File: config.mk
export PLATFORM = sky130hd
export DESIGN_NAME = neuron_seq
export DESIGN_NICKNAME = d
export VERILOG_FILES = /design/src/rtl/neuron_seq.sv
export SDC_FILE = /design/constraint.sdc
export NUM_CORES = 1
export LEC_CHECK = 0
export CAP_MARGIN = 10
export CORE_ASPECT_RATIO = 0.9
export CORE_MARGIN = 1
export CORE_UTILIZATION = 40
export CTS_BUF_LIST = sky130_fd_sc_hd__clkbuf_4 sky130_fd_sc_hd__clkbuf_8
export CTS_CLUSTER_SIZE = 14
export DETAILED_ROUTE_END_ITERATION = 7
export PLACE_DENSITY_LB_ADDON = 0.3
export SLEW_MARGIN = 20
export SYNTH_ARGS = -nofsm -noshare
export SYNTH_HDL_FRONTEND = slang
export SYNTH_SLANG_ARGS = --single-unit
File: constraint.sdc
create_clock -name i_clk -period 6.25 [get_ports i_clk]
set_clock_uncertainty 0.05 [all_clocks]
set_input_delay 0.9375 -clock i_clk [delete_from_list [all_inputs] [get_ports i_clk]]
set_output_delay 0.9375 -clock i_clk [all_outputs]
set_load 0.02 [all_outputs]
File: src/rtl/neuron_seq.sv
// neuron_seq: input sequencer and result capture for a single-neuron MAC stage.
// Buffers up to DEPTH packed 4-bit signed (input, weight) pairs, replays them
// into the MAC stage one per cycle, then captures the stage's ReLU output and
// holds it on a valid/ready result port until the consumer takes it.
module neuron_seq #(
    parameter int DEPTH = 8
) (
    input  logic        i_clk,
    input  logic        i_rst_n,
    input  logic        i_in_valid,
    output logic        o_in_ready,
    input  logic [7:0]  i_in_data,
    input  logic        i_in_last,
    output logic [3:0]  o_mac_i,
    output logic [3:0]  o_mac_w,
    output logic        o_acc_clr,
    output logic        o_acc_en,
    input  logic [15:0] i_res_in,
    output logic        o_out_valid,
    input  logic        i_out_ready,
    output logic [15:0] o_out_data,
    output logic [4:0]  o_out_count
);

    // Buffer address width; DEPTH is a power of two, so AW bits index every entry.
    localparam int AW = (DEPTH > 1) ? $clog2(DEPTH) : 1;
    localparam logic [4:0] DEPTH_C = 5'(DEPTH);

    typedef enum logic [2:0] {
        S_IDLE,
        S_FILL,
        S_RUN,
        S_CAPTURE,
        S_DONE
    } state_t;

    state_t         r_state;
    logic [4:0]     r_count;
    logic [AW-1:0]  r_rd_ptr;
    logic [7:0]     r_buf [DEPTH];
    logic           r_out_valid;
    logic [15:0]    r_out_data;
    logic [4:0]     r_out_count;

    logic           w_accept;
    logic [AW-1:0]  w_wr_addr;
    logic [7:0]     w_rd_entry;
    logic [4:0]     w_count_inc;
    logic           w_run_last;
    logic           w_in_run;

    // Ready is held low while reset is asserted so nothing is accepted until release.
    assign o_in_ready  = i_rst_n &&
                         ((r_state == S_IDLE) ||
                          ((r_state == S_FILL) && (r_count < DEPTH_C)));
    assign w_accept    = i_in_valid && o_in_ready;

    // In IDLE the count is always zero, but the first beat is pinned to entry 0 anyway.
    assign w_wr_addr   = (r_state == S_FILL) ? r_count[AW-1:0] : '0;
    assign w_count_inc = r_count + 5'd1;

    // Small buffer read asynchronously so the pair is on the MAC operands in the
    // same cycle rd_ptr points at it, including the first RUN cycle.
    assign w_rd_entry  = r_buf[r_rd_ptr];
    assign w_in_run    = (r_state == S_RUN);
    assign w_run_last  = (5'(r_rd_ptr) == (r_count - 5'd1));

    assign o_mac_i     = w_in_run ? w_rd_entry[3:0] : 4'd0;
    assign o_mac_w     = w_in_run ? w_rd_entry[7:4] : 4'd0;
    assign o_acc_en    = w_in_run;
    // Clear the accumulator in the same cycle the first pair of a vector is taken.
    assign o_acc_clr   = w_accept && (r_state == S_IDLE);

    assign o_out_valid = r_out_valid;
    assign o_out_data  = r_out_data;
    assign o_out_count = r_out_count;

    // Pair storage: write each accepted beat at its arrival position; no reset needed.
    always_ff @(posedge i_clk) begin
        if (w_accept) begin
            r_buf[w_wr_addr] <= i_in_data;
        end
    end

    // Sequencer FSM: fill, replay, capture, then hold the result until taken.
    always_ff @(posedge i_clk or negedge i_rst_n) begin
        if (!i_rst_n) begin
            r_state     <= S_IDLE;
            r_count     <= 5'd0;
            r_rd_ptr    <= '0;
            r_out_valid <= 1'b0;
            r_out_data  <= 16'd0;
            r_out_count <= 5'd0;
        end else begin
            case (r_state)
                S_IDLE: begin
                    if (w_accept) begin
                        r_count <= 5'd1;
                        if (i_in_last || (DEPTH == 1)) begin
                            r_state <= S_RUN;
                        end else begin
                            r_state <= S_FILL;
                        end
                    end
                end
                S_FILL: begin
                    if (w_accept) begin
                        r_count <= w_count_inc;
                        // A full buffer forces the run even without in_last.
                        if (i_in_last || (w_count_inc == DEPTH_C)) begin
                            r_state <= S_RUN;
                        end
                    end
                end
                S_RUN: begin
                    if (w_run_last) begin
                        r_rd_ptr <= '0;
                        r_state  <= S_CAPTURE;
                    end else begin
                        r_rd_ptr <= r_rd_ptr + AW'(1);
                    end
                end
                S_CAPTURE: begin
                    // Operands are zero here, so res_in is ReLU of the final total.
                    r_out_data  <= i_res_in;
                    r_out_count <= r_count;
                    r_out_valid <= 1'b1;
                    r_state     <= S_DONE;
                end
                S_DONE: begin
                    if (i_out_ready) begin
                        r_out_valid <= 1'b0;
                        r_count     <= 5'd0;
                        r_rd_ptr    <= '0;
                        r_state     <= S_IDLE;
                    end
                end
                default: begin
                    r_state <= S_IDLE;
                end
            endcase
        end
    end

endmodule

==> metrics <==
status=completed; largest net degree at the start of global routing=37; Wirelength per Cell=17.35 um; root buffer cell=clkbuf_8; syn_nets=283; Critical Path End Type=primary output; internal power=1.391 mW; Synth Area per Inst=16.64 um^2; core area=9869 um^2; Leak=1.747 nW; Starting DRT DRC Count=69; Post-synth top cells=64 x edfxtp_1, 33 x dfrtp_1, 19 x mux2_2; Seq pwr share=0.439; IO Port Bufs=61; Longest Clk Path Bufs=2; combinational share of power=0.368; Max-slew headroom=0.3669; worst r2r path cells=3; Post-synth EDFFs=64; initial core utilization=0.4214; Cell variety after synth=46; R2R Path End=r_buf[5][0]; reg-to-reg critical path startpoint=r_state[1]; VDD IR max=196.8 uV; Switch Pwr=713.8 uW; min-delay src=o_out_count[0]; pre-CTS setup slack=2394 ps; mapped cell area=4159 um^2; FFs w/ async S/R, synth=0.3402; Die Area=10810 um^2; number of post-CTS setup repair buffers=0; Main synth FF type=edfxtp_1; Setup WS post-layout=2441 ps; dominant cells by area after synthesis=edfxtp_1 46%, dfrtp_1 20%, mux4_2 8.7%, mux2_2 5.1%, mux2i_1 2.4%; Arr. time, crit path=2820 ps; Setup TNS Final=0 ps; Setup CP Type=input pin to primary output; Switching Fraction=0.3391; TritonCTS buffer count=9; Die Y=98.74 um; fraction of layout cells with a size suffix above 1=0.2134; Max Slew Vio Count=0; # DRC=0; H-Tree Level Count=3; total iterations of the first detailed-routing run=4; HP Class=register to register; DR vias/cell=5.230; Yosys top cell area share=0.4621; hold path cells=2; RSZ-0062 raised after global routing=no; Hold Buf Count CTS=0; initial antenna violation count=0; Row Count=34; Final nets=343; first-pass GRT wire length=12100 um; Yosys warnings=0; Worst-Margin Slew=949.7 ps; ANT cells=0; CTS tree=yes; max-cap violations=0; final worst-path cycle share=0.6095; hold path endpoint=o_out_count[0]; Final min period=3810 ps; Synth Instances=250; Util after Layout=0.5090; Reg clk slew, reported paths=90 ps; clk_lat worst skew=360 ps; #FFs+latches synth=97; Final Hold Fails=0; # IOs=62; register area share after synthesis=0.6606; Cell Pwr Density=419.0 nW/um^2; Area growth syn-to-layout=20.79%; Pwr Total=2.105 mW; Peak Freq=0.2625 GHz; total wire length=7632 um; count leader, synth=edfxtp_1; GPL Wtd Cong=0.7561; number of routed nets with antenna violations=0; CP Data Required Time=5260 ps; vias in the first global route=2255; Global Route Usage Sum=0.1541; cell taking the most area after synthesis=edfxtp_1; vias=2301; Clock power frac=0.193; worst-path fanout max=36; startpoint types=input pin; Resized Gates After CTS=0; grt ovf=0; R2R Setup Slk=3700 ps; Sink Count=97; Die W=109.5 um; final HPWL from detailed placement=5028 um; Setup violations, final=0
routing by layer:
layer,share of wire,vias up,track usage
met4,0.017,0,0.06872
met5,0,-,0
met2,0.49,49,0.2375
li1,-,1083,-
met1,0.45,1160,0.2153
met3,0.040,9,0.02513
cells by family after synthesis:
group | synth area share
AOI/OAI and AO/OA | 0.04482
xor gates and xnor gates | 0.01444
adders and majority gates | 0.01203
buffers and inverters | 0.03640
DFF | 0.6606
muxes | 0.1622
and+or+nand+nor | 0.06950
registers in the layout (all words and copies together), names as in the netlist:
register and cells:
r_buf 64, o_out_data 16, o_out_count 5, r_count 5, r_rd_ptr 3, r_state 3
o_out_valid 1
layout by cell type, fill, tap and decap left out, drive strengths merged, types with 9 or more instances in the layout:
| cell type | n |
|---|---|
| mux2i | 10 |
| inv | 9 |
| clkdlybuf4s50 | 60 |
| mux2 | 19 |
| edfxtp | 64 |
| nand2 | 9 |
| mux4 | 16 |
| nor2 | 14 |
| clkbuf | 9 |
| dfrtp | 33 |
how the worst max path moves through the flow:
| stage | from | endpoint | slack, ps | depth (start not counted) |
|---|---|---|---|---|
| finish | i_rst_n | o_acc_clr | 2440 | 4 |
| global route | i_rst_n | o_acc_clr | 2230 | 4 |
| CTS | i_rst_n | o_acc_clr | 2390 | 4 |
| detailed placement | i_rst_n | o_acc_clr | 2390 | 4 |
| global placement | i_rst_n | o_acc_clr | 2420 | 4 |
| floorplan | i_in_valid | o_acc_clr | 3540 | 2 |
critical path: stages:
cell and delay [ps]:
buf_2 610, nand4_4 300, nor4_1 290, clkdlybuf4s50_1 660
power by group through the flow:
stage / clock network, mW / logic (mW) / registers, mW
2_1_floorplan: 0 / 0.526 / 0.948
3_3_place_gp: 0 / 0.771 / 0.936
3_5_place_dp: 0 / 0.781 / 0.940
4_1_cts: 0.420 / 0.785 / 0.925
5_1_grt: 0.441 / 0.831 / 0.943
6_report: 0.405 / 0.775 / 0.925
metrics by stage:
step	instances	hold WS (ps)	cell area, um^2
2_1_floorplan	250	501.4	4159
3_3_place_gp	425	416.1	4826
3_5_place_dp	425	420.1	4826
4_1_cts	440	442.7	5024
5_1_grt	440	477.7	5024
6_report	440	435.9	5024
area by class of cell:
class | count | area (um^2)
tap | 126 | 157.7
clock inverter | 6 | 73.82
inverter | 6 | 22.52
sequential | 97 | 2748
timing repair buffer | 64 | 628.1
clock buffer | 9 | 123.9
fill | 835 | 4846
multi-input combinational | 132 | 1270
Power figures use the tool's default switching activity.
